### src/rtl/lock_pkg.sv
// Shared constants and types for the dual-resource lock: default sizing,
// hold-counter width and the per-requester ownership/lockout states.
package lock_pkg;

   localparam int NREQ_DEF     = 4;
   localparam int MAX_HOLD_DEF = 16;
   localparam int HOLD_W       = $clog2(MAX_HOLD_DEF + 1);

   typedef enum logic [1:0] {
      LK_IDLE   = 2'd0,
      LK_OWNER  = 2'd1,
      LK_LOCKED = 2'd2
   } lock_state_e;

   function automatic int hold_width(input int max_hold);
      return $clog2(max_hold + 1);
   endfunction

endpackage

### src/rtl/hold_watchdog.sv
// Per-requester hold watchdog: counts cycles a requester owns anything,
// revokes at MAX_HOLD, pulses tmo and holds the requester in lockout.
module hold_watchdog
   import lock_pkg::*;
#(
   parameter int MAX_HOLD = MAX_HOLD_DEF,
   parameter int CNT_W    = HOLD_W
)
(
   input  logic clk,
   input  logic srst,
   input  logic keep,
   input  logic hold_next,
   input  logic req_any,
   output logic revoke,
   output logic tmo,
   output logic locked
);

   logic [CNT_W-1:0] cnt_reg;
   logic             tmo_reg;
   lock_state_e      state_reg;

   // cnt_reg counts the current cycle too, so a grant lives exactly MAX_HOLD
   // cycles; a requester releasing everything on this edge is never revoked.
   assign revoke = (cnt_reg == CNT_W'(MAX_HOLD)) && keep;
   assign tmo    = tmo_reg;
   assign locked = (state_reg == LK_LOCKED);

   always_ff @(posedge clk) begin
      if (srst) begin
         cnt_reg   <= '0;
         tmo_reg   <= 1'b0;
         state_reg <= LK_IDLE;
      end else begin
         tmo_reg <= revoke;
         cnt_reg <= hold_next ? cnt_reg + CNT_W'(1) : '0;
         case (state_reg)
            LK_IDLE:   if (hold_next) state_reg <= LK_OWNER;
            LK_OWNER: begin
               if (revoke)          state_reg <= LK_LOCKED;
               else if (!hold_next) state_reg <= LK_IDLE;
            end
            LK_LOCKED: if (!req_any) state_reg <= LK_IDLE;
            default:   state_reg <= LK_IDLE;
         endcase
      end
   end

endmodule

### src/rtl/dual_resource_lock.sv
// Two-resource lock for NREQ requesters: atomic all-or-nothing allocation
// from a rotating pointer, first-blocked reservation and hold watchdogs.
module dual_resource_lock
   import lock_pkg::*;
#(
   parameter int NREQ     = NREQ_DEF,
   parameter int MAX_HOLD = MAX_HOLD_DEF
)
(
   input  logic            CLK,
   input  logic            RST,
   input  logic [NREQ-1:0] REQA,
   input  logic [NREQ-1:0] REQB,
   output logic [NREQ-1:0] GNTA,
   output logic [NREQ-1:0] GNTB,
   output logic [NREQ-1:0] TMO,
   output logic            BUSYA,
   output logic            BUSYB
);

   localparam int PTR_W = $clog2(NREQ);
   localparam int CNT_W = hold_width(MAX_HOLD);

   logic [NREQ-1:0]  gnta_reg, gntb_reg;
   logic [NREQ-1:0]  gnta_next, gntb_next;
   logic             busya_reg, busyb_reg;
   logic [PTR_W-1:0] ptr_reg, ptr_next;

   logic [NREQ-1:0]  keep_a, keep_b, kept_a, kept_b;
   logic [NREQ-1:0]  revoke, locked, tmo_vec, eligible;
   logic [NREQ-1:0]  new_a, new_b;

   logic             taken_a, taken_b, reserved, any_grant;
   logic [PTR_W:0]   sum;
   logic [PTR_W-1:0] idx, last_idx;

   genvar gi;
   generate
      for (gi = 0; gi < NREQ; gi++) begin : g_req
         assign keep_a[gi]   = gnta_reg[gi] & REQA[gi];
         assign keep_b[gi]   = gntb_reg[gi] & REQB[gi];
         assign eligible[gi] = ~(gnta_reg[gi] | gntb_reg[gi]) & ~locked[gi]
                               & (REQA[gi] | REQB[gi]);

         hold_watchdog #(
            .MAX_HOLD (MAX_HOLD),
            .CNT_W    (CNT_W)
         ) u_wd (
            .clk       (CLK),
            .srst      (RST),
            .keep      (keep_a[gi] | keep_b[gi]),
            .hold_next (gnta_next[gi] | gntb_next[gi]),
            .req_any   (REQA[gi] | REQB[gi]),
            .revoke    (revoke[gi]),
            .tmo       (tmo_vec[gi]),
            .locked    (locked[gi])
         );
      end
   endgenerate

   // Revoked grants free their resource on the same edge, like a release.
   assign kept_a = keep_a & ~revoke;
   assign kept_b = keep_b & ~revoke;

   always_comb begin
      new_a     = '0;
      new_b     = '0;
      taken_a   = |kept_a;
      taken_b   = |kept_b;
      reserved  = 1'b0;
      any_grant = 1'b0;
      last_idx  = '0;
      sum       = '0;
      idx       = '0;
      for (int k = 0; k < NREQ; k++) begin
         sum = {1'b0, ptr_reg} + (PTR_W+1)'(k);
         if (sum >= (PTR_W+1)'(NREQ)) sum = sum - (PTR_W+1)'(NREQ);
         idx = sum[PTR_W-1:0];
         if (eligible[idx]) begin
            if (!(REQA[idx] && taken_a) && !(REQB[idx] && taken_b)) begin
               new_a[idx] = REQA[idx];
               new_b[idx] = REQB[idx];
               taken_a    = taken_a | REQA[idx];
               taken_b    = taken_b | REQB[idx];
               any_grant  = 1'b1;
               last_idx   = idx;
            end else if (!reserved) begin
               // first blocked candidate keeps later ones off its resources
               reserved = 1'b1;
               taken_a  = taken_a | REQA[idx];
               taken_b  = taken_b | REQB[idx];
            end
         end
      end
   end

   assign gnta_next = kept_a | new_a;
   assign gntb_next = kept_b | new_b;

   always_comb begin
      ptr_next = ptr_reg;
      if (any_grant)
         ptr_next = (last_idx == PTR_W'(NREQ - 1)) ? '0 : last_idx + PTR_W'(1);
   end

   always_ff @(posedge CLK) begin
      if (RST) begin
         gnta_reg  <= '0;
         gntb_reg  <= '0;
         busya_reg <= 1'b0;
         busyb_reg <= 1'b0;
         ptr_reg   <= '0;
      end else begin
         gnta_reg  <= gnta_next;
         gntb_reg  <= gntb_next;
         busya_reg <= |gnta_next;
         busyb_reg <= |gntb_next;
         ptr_reg   <= ptr_next;
      end
   end

   assign GNTA  = gnta_reg;
   assign GNTB  = gntb_reg;
   assign TMO   = tmo_vec;
   assign BUSYA = busya_reg;
   assign BUSYB = busyb_reg;

endmodule

### config.mk
export PLATFORM = sky130hd
export DESIGN_NAME = dual_resource_lock
export DESIGN_NICKNAME = d
export VERILOG_FILES = /design/src/rtl/lock_pkg.sv /design/src/rtl/hold_watchdog.sv /design/src/rtl/dual_resource_lock.sv
export SDC_FILE = /design/constraint.sdc
export NUM_CORES = 1
export LEC_CHECK = 0
export ABC_AREA = 1
export CAP_MARGIN = 20
export CORE_MARGIN = 3
export CORE_UTILIZATION = 50
export CTS_CLUSTER_DIAMETER = 80
export DETAILED_ROUTE_END_ITERATION = 7
export DONT_BUFFER_PORTS = 1
export SLEW_MARGIN = 10
export SYNTH_ARGS = -nofsm -noshare
export SYNTH_HDL_FRONTEND = slang
export SYNTH_SLANG_ARGS = --single-unit
### constraint.sdc
create_clock -name CLK -period 5.57 [get_ports CLK]
set_input_delay 0.557 -clock CLK [delete_from_list [all_inputs] [get_ports CLK]]
set_output_delay 0.557 -clock CLK [all_outputs]
set_load 0.02 [all_outputs]
=== Word-level counts from Yosys, hierarchy flattened ===
Index checks and enable logic that the tools add are counted.

* Mux-type cells: 113
* Bitwise operators: 57
* $add $sub $neg: 12
* Eq/ne operators: 25
* Reduce and logical (&&, ||, !) cells: 44
* Magnitude comparators: 12

{| class="wikitable"
|+ Operators with widths
! kind !! number
|-
| 2-to-1 mux 4 bit || 16
|-
| 2-to-1 mux 2 bit || 29
|-
| 2-to-1 mux 1 bit || 42
|-
| binary-select mux 1 bit (select 2 bit) || 12
|-
| bitwise mux 4 bit || 6
|-
| one-hot mux 2 bit (3 select lines) || 4
|-
| OR 1 bit || 22
|-
| adder 5 x 1 -> 5 bit (second input constant) || 4
|-
| == test 5 bit (second input constant) || 4
|-
| logical AND 1 bit || 20
|-
| AND 1 bit || 16
|-
| AND 4 bit || 4
|-
| OR reduction 4 bit || 4
|-
| less-than comparator 2 x 3 -> 1 bit (second input constant) || 4
|-
| inequality test 3 bit (second input constant) || 4
|-
| NOT 1 bit || 12
|-
| AND reduction 3 bit || 4
|-
| == test 2 bit (second input constant) || 5
|-
| greater-or-equal comparator 3 bit (second input constant) || 3
|-
| demux 1 bit (select 2 bit) || 4
|-
| == test 2 x 1 -> 1 bit (second input constant) || 4
|-
| greater-or-equal comparator 2 x 1 -> 1 bit (second input constant) || 4
|-
| logical NOT 1 bit || 8
|-
| logical NOT 2 bit || 4
|-
| 10 further kinds || 24
|}

* Input bits: 10
* Output and inout bits: 14
* Bits in registers: 44
* Word-level logic and storage cells: 280

=== Logic depth before layout (Yosys ltp) ===
Gate-level depths: netlist of run 1.

* Depth in word-level cells: 29
* Depth in mapped cells: 27
* Gate-level depth less buffers: 27

=== By module ===
From an unflattened synthesis of run 1, not the netlist that was laid out.

* Cell total of the unflattened synthesis: 556
* Area total of the unflattened synthesis: 3390.8 µm²

{| class="wikitable"
|+ Modules (own cells, without submodules)
! module !! area each (µm²) !! instances !! cells each !! seq. area each (µm²)
|-
| dual_resource_lock || 1875.5 || 1 || 363 || 240.2
|-
| hold_watchdog at g_req[0].u_wd ... || 381.6 || 2 || 49 || 160.2
|-
| hold_watchdog at g_req[3].u_wd || 387.9 || 1 || 49 || 160.2
|-
| hold_watchdog at g_req[2].u_wd || 364.1 || 1 || 46 || 160.2
|}

=== Worst setup path after synthesis of run 1 ===
OpenSTA, ideal clock, no wires.

* Path type: register to register
* Start point: reg ptr_reg[0]
* End point: reg g_req[0].u_wd.cnt_reg[2]
* Setup time: 0.117 ns
* Path buffers: 0
* Required time: 5.453 ns
* Period minus slack after synthesis: 2.843 ns
* Cell stages (with the launch flop): 25
* Data arrival time: 2.726 ns
* Slack: 2.727 ns
* Cells stage by stage: dfxtp_1 inv_1 ha_1 inv_1 nand2_1 o21ai_2 inv_2 nand2_1 nand3_2 nand2_1 nand2_1 nand2_2 nand2_2 nand2_4 nand2_4 nand2_2 nand2_4 nand2_8 nand3_4 nor2_2 nor2_1 nor2_2 nand2_2 nand2_4 nor2_2

* Cells in the longest elaborated chain, start to end: 26
* Elaborated cells between the ends (all ways): 132
* Those cells by class: 7 x add/sub; 12 x order compare; 76 x mux; 12 x bitwise; 25 x reduce/logical

{| class="wikitable"
|+ RTL lines
! what !! RTL line !! RTL
|-
| from (decl) || dual_resource_lock.sv:27 || <nowiki>logic [PTR_W-1:0] ptr_reg, ptr_next;</nowiki>
|-
| from (signal assigned) || dual_resource_lock.sv:118 || <nowiki>ptr_reg <= ptr_next;</nowiki>
|-
| parallel branches: the longest is 23 deep, another holds greater-or-equal comparator 2 x 3 -> 1 bit || n/a ||
|-
| OR 1 bit (*) || dual_resource_lock.sv:52 || <nowiki>.hold_next (gnta_next[gi] | gntb_next[gi]),</nowiki>
|-
| NOT 1 bit (no source line) (*) || n/a ||
|-
| OR reduction 2 bit (no source line) (*) || n/a ||
|-
| to (signal assigned) || hold_watchdog.sv:37 || <nowiki>cnt_reg <= hold_next ? cnt_reg + CNT_W'(1) : '0;</nowiki>
|-
| to (decl) || hold_watchdog.sv:20 || <nowiki>logic [CNT_W-1:0] cnt_reg;</nowiki>
|}

Mark *: on every way between the ends. The select of a mux whose other input is x is not followed.
A chain may end at the register's enable or synchronous reset.

=== Worst setup path in the final report of run 1 ===
* Start point: reg ptr_reg[1]
* End point: reg busyb_reg (netlist: BUSYB)

* Cells in the longest elaborated chain, start to end: 24
* Elaborated cells between the ends (all ways): 117
* Those cells by class: 7 x add/sub; 12 x order compare; 65 x mux; 8 x bitwise; 25 x reduce/logical

{| class="wikitable"
|+ RTL lines
! what !! RTL line !! RTL
|-
| parallel branches: the longest is 21 deep, another holds greater-or-equal comparator 2 x 3 -> 1 bit || n/a ||
|-
| 2-to-1 mux 4 bit (*) || dual_resource_lock.sv:79 || <nowiki>if (eligible[idx]) begin</nowiki>
|-
| OR 4 bit (*) || dual_resource_lock.sv:98 || <nowiki>assign gntb_next = kept_b | new_b;</nowiki>
|-
| OR reduction 4 bit (*) || dual_resource_lock.sv:117 || <nowiki>busyb_reg <= |gntb_next;</nowiki>
|-
| to (signal assigned) || dual_resource_lock.sv:117 ||
|-
| to (decl) || dual_resource_lock.sv:26 || <nowiki>logic busya_reg, busyb_reg;</nowiki>
|}

Marked as above.

==> results of run 1 <==
## worst paths after layout
| path | start | endpoint | slack (ns) | cells after the start |
|---|---|---|---|---|
| min reg2reg | g_req[2].u_wd.cnt_reg[0] | g_req[2].u_wd.cnt_reg[0] | 0.48 | 1 |
| min | RST | g_req[1].u_wd.tmo | 0.32 | 1 |
| max | ptr_reg[1] | BUSYB | 2.04 | 24 |
| max reg2reg | ptr_reg[1] | BUSYB | 2.04 | 24 |
## critical path: stages (launching register included)
cell,delay (ns)
sky130_fd_sc_hd__dfxtp_1,0.57
sky130_fd_sc_hd__inv_1,0.23
sky130_fd_sc_hd__ha_1,0.38
sky130_fd_sc_hd__inv_1,0.23
sky130_fd_sc_hd__nand2_1,0.10
sky130_fd_sc_hd__o21ai_2,0.11
sky130_fd_sc_hd__inv_2,0.09
sky130_fd_sc_hd__nand2_1,0.10
sky130_fd_sc_hd__nand3_2,0.10
sky130_fd_sc_hd__nand2_1,0.11
sky130_fd_sc_hd__nand2_1,0.06
sky130_fd_sc_hd__nand2_1,0.09
sky130_fd_sc_hd__nand2_2,0.07
sky130_fd_sc_hd__nand2_4,0.11
sky130_fd_sc_hd__nand2_4,0.06
sky130_fd_sc_hd__nand2_2,0.07
sky130_fd_sc_hd__nand2_4,0.06
sky130_fd_sc_hd__nand2_8,0.09
sky130_fd_sc_hd__nand3_4,0.15
sky130_fd_sc_hd__inv_2,0.11
sky130_fd_sc_hd__nand2_1,0.07
sky130_fd_sc_hd__nand2_1,0.07
sky130_fd_sc_hd__nand3_1,0.09
sky130_fd_sc_hd__nor2_1,0.19
sky130_fd_sc_hd__a21oi_1,0.09
## logic make-up after synthesis
group,after synthesis
buffers and inverters,87
AO/OA/AOI/OAI,63
adder cells (fa/ha/maj),12
AND/OR/NAND/NOR,270
flip-flops,44
XOR/XNOR,12
## layout make-up
type,instances,area [µm²],share of cell area [%]
Multi-Input combinational cell,357,1970,59.0
Tap cell,75,93.8,2.82
Sequential cell,44,881,26.4
Timing Repair Buffer,2,15.0,0.450
Clock buffer,6,72.6,2.18
Inverter,77,289,8.67
Clock inverter,2,16.3,0.488
## per-layer routing
metal | global-route usage [%] | share of wire, %
met1 | 32.5 | 48
met2 | 34.4 | 43
met3 | 5.28 | 6.7
met4 | 7.48 | 2.2
met5 | 0 | 0
## metrics by stage
stage / area (µm²) / hold WS (ns)
6_report: 3330 / 0.315
5_1_grt: 3330 / 0.299
4_1_cts: 3330 / 0.310
3_5_place_dp: 3240 / 0.460
3_3_place_gp: 3240 / 0.456
2_1_floorplan: 3200 / 0.439
## synthesized netlist by cell type, types with 10 or more instances
cell,count
sky130_fd_sc_hd__nand2_2,10
sky130_fd_sc_hd__nor2_1,47
sky130_fd_sc_hd__o21ai_0,18
sky130_fd_sc_hd__nand2_1,106
sky130_fd_sc_hd__nor2_2,25
sky130_fd_sc_hd__inv_2,10
sky130_fd_sc_hd__dfxtp_1,44
sky130_fd_sc_hd__o21ai_1,18
sky130_fd_sc_hd__inv_1,66
sky130_fd_sc_hd__nand4_1,16
sky130_fd_sc_hd__nand3_1,47
sky130_fd_sc_hd__ha_1,12
## power breakdown
part           internal [mW]  switching (mW)  leakage [nW]
registers              0.372          0.0712         0.358
logic                  0.506            1.12          1.23
clock network         0.0894           0.116        0.0414
==> summary.txt, run 1 <==
========================================================================================
Port buffer count                                                                      0
Top cell type by total area after synthesis                                 sky130_fd_sc_hd__dfxtp_1
Top area cells in the synthesized netlist                                   sky130_fd_sc_hd__dfxtp_1, sky130_fd_sc_hd__nand2_1, sky130_fd_sc_hd__inv_1, sky130_fd_sc_hd__nand3_1, sky130_fd_sc_hd__nor2_1
Clock Sink Count                                                                      44
Synth top area share                                                               27.5%
Post-synthesis cell area                                                        3200 µm²
TritonCTS clock tree                                                                done
Post-synthesis adder-cell area fraction                                            4.69%
Number of synthesized register bits                                                   44
Number of nets in the synthesized netlist                                            510
Share of the clock period used by the worst path after layout                      63.4%
Slew margin rel.                                                                   40.5%
Simple-gate portion of the synthesized area                                        41.4%
Growth of design area from synthesis to finish                                     4.18%
Area of the die                                                                 7390 µm²
Total half-perimeter wirelength after legalization and detailed placement        6.38 mm
Initial core utilization                                                           52.8%
Final standard cell utilization of the core                                        55.0%
Xor/xnor share of the synthesized area                                             3.29%
Worst setup slack after placement                                                2.13 ns
Row count                                                                             28
Worst min-delay path class                                                        in2reg
Weighted congestion at the end of routability-driven global placement               1.04
Drc violations                                                                         0
Post-route total power                                                           2.27 mW
Overall global routing resource usage                                              23.0%
Multiplexer share of the synthesized area                                             0%
Post-Layout Cell Count                                                               563
Worst Setup Path Type                                                            reg2reg
RSZ-0062 raised after global routing                                               false
Ports placed on the boundary                                                          24
Run status                                                                  complete, no violations
Core area                                                                       6060 µm²
Count of buffers added by post-CTS timing repair for setup                             0
Sum of overflow across all layers after global routing                                 0
Type of destination of the critical path                                            flop
Most common cell after layout, fill and taps aside                          sky130_fd_sc_hd__nand2_1
Total Routed Length                                                              7.89 mm
Leakage power summed over all cells                                              1.63 nW
Leading register cell type out of synthesis                                 sky130_fd_sc_hd__dfxtp_1
Max reg flops                                                                         20
Number of global-route vias before repair                                           2811
Startpoint type of the worst setup path                                             flop
Placed insts                                                                         555
Portion of the post-synthesis area used by sequential elements                     27.5%
PostCTS Resize Cnt                                                                     0
Average vias per placed instance                                                    5.34
Most frequent cells in the layout                                           sky130_fd_sc_hd__nand2_1, sky130_fd_sc_hd__inv_1, sky130_fd_sc_hd__nor2_1, sky130_fd_sc_hd__nand3_1, sky130_fd_sc_hd__dfxtp_1
Final Setup Violations                                                                 0
Final hold violations                                                                  0
Worst-Margin Slew                                                               0.883 ns
Final antenna diode count                                                              0
Vertical extent of the die                                                       86.0 µm
Number of hold-repair buffers added at the cts stage                                   0
Clock period minus final worst setup slack                                       3.53 ns
Antenna violations before repair                                                       0
Chip width                                                                       86.0 µm
Setup TNS                                                                           0 ns
Max Transition Viols Final                                                             0
Combinational family with the most area after synthesis                     simple AND/OR/NAND/NOR gates
EDFF count, synth                                                                      0
Endpoint arrival time on the critical path                                       3.72 ns
Clock Tree Root                                                             sky130_fd_sc_hd__clkbuf_8
Total power per unit cell area                                                682 nW/µm²
Count of maximum capacitance violations                                                0
Vias                                                                                3009
Cells after synthesis                                                                488
Compound-Gate Fraction of Synth Area                                               12.0%
CTS Buf Count                                                                          5
Layout Skew                                                                   0.00513 ns
Syn avg cell area                                                               6.56 µm²
1st-pass router iterations                                                             6
Endpoint required time on the critical path                                      5.76 ns
Routed len/inst                                                                  14.0 µm
Total number of yosys warnings                                                         0
Layout net count                                                                     509
Highest clock frequency the design can meet                                      283 MHz
Level count of the clock H-tree                                                        2
Post-route ant nets                                                                    0
Pin count of the biggest net entering global routing                                  25
First-pass GRT wire length                                                       13.6 mm
Number of buffers between clock root and the deepest sink                              2
Final setup slack of the worst path                                              2.04 ns
Count of fill cells added during filler insertion                                    628
Worst vdd ir                                                                    0.416 mV
Share of cells above drive strength 1                                              15.2%
Clk Latency, worst-skew pair                                                     0.30 ns
Fraction of synthesis flops using an asynchronous set or reset pin                    0%
Clock-pin slew of the registers on the worst-case setup and hold paths           0.09 ns
Count of unique library cells instantiated by Yosys                                   34
Violation count after the first detailed-route iteration                             277
Crit path max fanout                                                                  14
========================================================================================
(Power assumes the default switching activity.)
==> run 2: changes to the inputs <==
==> constraint.sdc (replaced) <==
create_clock -name CLK -period 3.6 [get_ports CLK]
set_input_delay 0.36 -clock CLK [delete_from_list [all_inputs] [get_ports CLK]]
set_output_delay 0.36 -clock CLK [all_outputs]
set_load 0.02 [all_outputs]
==> summary.txt, run 2 (synthesis results as in run 1) <==
========================================================================================
Run status                                                                  complete, no violations
Number of global-route vias before repair                                           2870   +2.1%
Worst vdd ir                                                                    0.562 mV   +35%
Total half-perimeter wirelength after legalization and detailed placement        6.39 mm   about the same
Count of buffers added by post-CTS timing repair for setup                             0   unchanged
Drc violations                                                                         0   unchanged
Overall global routing resource usage                                              23.3%   +0.29 points
Longest individual stage delay on the worst path                                 0.34 ns   -0.23 ns
Number of hold-repair buffers added at the cts stage                                   0   unchanged
Highest clock frequency the design can meet                                      314 MHz   +11%
Area of the die                                                                 7390 µm²   unchanged
Endpoint arrival time on the critical path                                       3.39 ns   -0.33 ns
TritonCTS clock tree                                                                done
Total power per unit cell area                                               1080 nW/µm²   +58%
Vertical extent of the die                                                       86.0 µm   unchanged
First-pass GRT wire length                                                       13.7 mm   +1.1%
Cell with the most instances on the worst path                              sky130_fd_sc_hd__nand2_1
Vias                                                                                3039   +1.0%
Setup TNS                                                                           0 ns   unchanged
Most frequent cells in the layout                                           sky130_fd_sc_hd__nand2_1, sky130_fd_sc_hd__inv_1, sky130_fd_sc_hd__nor2_1, sky130_fd_sc_hd__nand3_1, sky130_fd_sc_hd__dfxtp_1
Layout net count                                                                     511   +0.39%
Clock-pin slew of the registers on the worst-case setup and hold paths           0.10 ns   about the same
Count of maximum capacitance violations                                                0   unchanged
Antenna violations before repair                                                       0   unchanged
CTS Buf Count                                                                          5   unchanged
Initial core utilization                                                           52.8%   unchanged
Row count                                                                             28   unchanged
Sum of overflow across all layers after global routing                                 0   unchanged
Leakage power summed over all cells                                              1.65 nW   +1.6%
Endpoint required time on the critical path                                      3.80 ns   -1.96 ns
Level count of the clock H-tree                                                        2   unchanged
Internal power summed over all cells                                             1.58 mW   +63%
Violation count after the first detailed-route iteration                             327   +18%
Type of destination of the critical path                                            flop
Startpoint type of the worst setup path                                             flop
Final antenna diode count                                                              0   unchanged
Portion of total power attributed to sequential cells                              18.9%   -0.6 points
Clock Sink Count                                                                      44   unchanged
Share of the clock period used by the worst path after layout                      88.4%   +25 points
Worst min-delay path class                                                        in2reg
Switching share of power                                                           56.5%   -0.93 points
Core area                                                                       6060 µm²   unchanged
Clock period minus final worst setup slack                                       3.18 ns   -0.351 ns
Portion of total power attributed to combinational logic                           70.1%   -1.3 points
Share of cells above drive strength 1                                              16.1%   +0.96 points
Worst-Margin Slew                                                               0.911 ns   +0.0284 ns
Final Setup Violations                                                                 0   unchanged
Port buffer count                                                                      0   unchanged
Clock Tree Root                                                             sky130_fd_sc_hd__clkbuf_8
Layout Skew                                                                    0.0103 ns   +0.00514 ns
Ports placed on the boundary                                                          24   unchanged
Max Transition Viols Final                                                             0   unchanged
Final standard cell utilization of the core                                        55.7%   +0.72 points
Growth of design area from synthesis to finish                                     5.55%
Worst Setup Path Type                                                            reg2reg
Slew margin rel.                                                                   38.6%   -1.9 points
Average vias per placed instance                                                    5.38   +0.64%
Number of buffers between clock root and the deepest sink                              2   unchanged
Clock group share of total power                                                   11.0%   +2.0 points
PostCTS Resize Cnt                                                                     0   unchanged
Critical Path, Cell by Cell                                                 inv_1 -> ha_1 -> inv_2 -> nand2_1 -> o21ai_2 -> inv_2 -> nand2_1 -> nand3_2 -> nand2_1 -> nand2_1 -> nand2_1 -> nand2_2 -> nand2_4 -> nand2_4 -> nand2_2 -> nand2_4 -> nand2_8 -> nand3_4 -> o211ai_1 -> nand2_1 -> nand2_1 -> nand3_1 -> nand2_1 -> inv_1
Cell with the largest stage delay on the worst path                         sky130_fd_sc_hd__ha_1
Routed len/inst                                                                  14.4 µm   +3.0%
Most common cell after layout, fill and taps aside                          sky130_fd_sc_hd__nand2_1
RSZ-0062 raised after global routing                                               false
Clk Latency, worst-skew pair                                                     0.31 ns   about the same
Final hold violations                                                                  0   unchanged
1st-pass router iterations                                                             5   -1
Weighted congestion at the end of routability-driven global placement              0.911   -12%
Max reg flops                                                                         20   unchanged
Post-route ant nets                                                                    0   unchanged
Crit path max fanout                                                                  10   -4
Switching component of the power                                                 2.05 mW   +57%
Pin count of the biggest net entering global routing                                  25   unchanged
Chip width                                                                       86.0 µm   unchanged
Total Routed Length                                                              8.15 mm   +3.3%
========================================================================================
[run 2: stage by stage]
step / worst slack (ns) / hold WS [ns] / cells / instance area (µm²) / power, mW
after floorplan: 0.757 / 0.429 / 488 / 3200 / 2.66
after global placement: 0.328 / 0.432 / 557 / 3260 / 3.20
after detailed placement: 0.227 / 0.434 / 557 / 3260 / 3.19
after CTS: 0.205 / 0.0920 / 565 / 3380 / 3.60
after global routing: 0.0773 / 0.0909 / 565 / 3380 / 3.96
final: 0.417 / 0.102 / 565 / 3380 / 3.64
[run 2: area by class of cell]
class / count / area (µm²)
Clock inverter: 3 / 47.5
Timing Repair Buffer: 4 / 30.0
Clock buffer: 5 / 68.8
Multi-Input combinational cell: 357 / 1970
Inverter: 77 / 289
Fill cell: 644 / 2680
Sequential cell: 44 / 882
Tap cell: 75 / 93.8
[run 2: per-layer routing]
layer  share of wire [%]  track usage [%]  vias up
met5                   0                0        -
met4                0.91             5.18        0
met3                 5.2             4.03        9
met2                  45             37.4       97
met1                  49             32.6     1375
li1                    -                -     1558
[run 2: power groups by stage]
stage	combinational (mW)	sequential [mW]	clock (mW)
after floorplan	1.99	0.676	0
after global placement	2.50	0.697	0
after detailed placement	2.49	0.699	0
after CTS	2.50	0.688	0.412
after global routing	2.83	0.698	0.428
final	2.55	0.689	0.400
[run 2: path summary, 6_finish.rpt]
check / from / to / slack [ns] / cells past startpoint
worst max register to register: ptr_reg[0] / ptr_reg[1] / 0.42 / 24
worst max-delay path: ptr_reg[0] / ptr_reg[1] / 0.42 / 24
worst min register to register: g_req[2].u_wd.cnt_reg[0] / g_req[2].u_wd.cnt_reg[0] / 0.48 / 1
worst min-delay path: RST / g_req[1].u_wd.state_reg[1] / 0.10 / 1
[run 2: worst max-delay path: cells and delay by family (launching register included)]
family,cells,cell delay (ns)
and+or+nand+nor,17,1.49
buffers and inverters,4,0.58
adders and majority gates,1,0.34
DFF,1,0.32
AOI/OAI and AO/OA,2,0.32
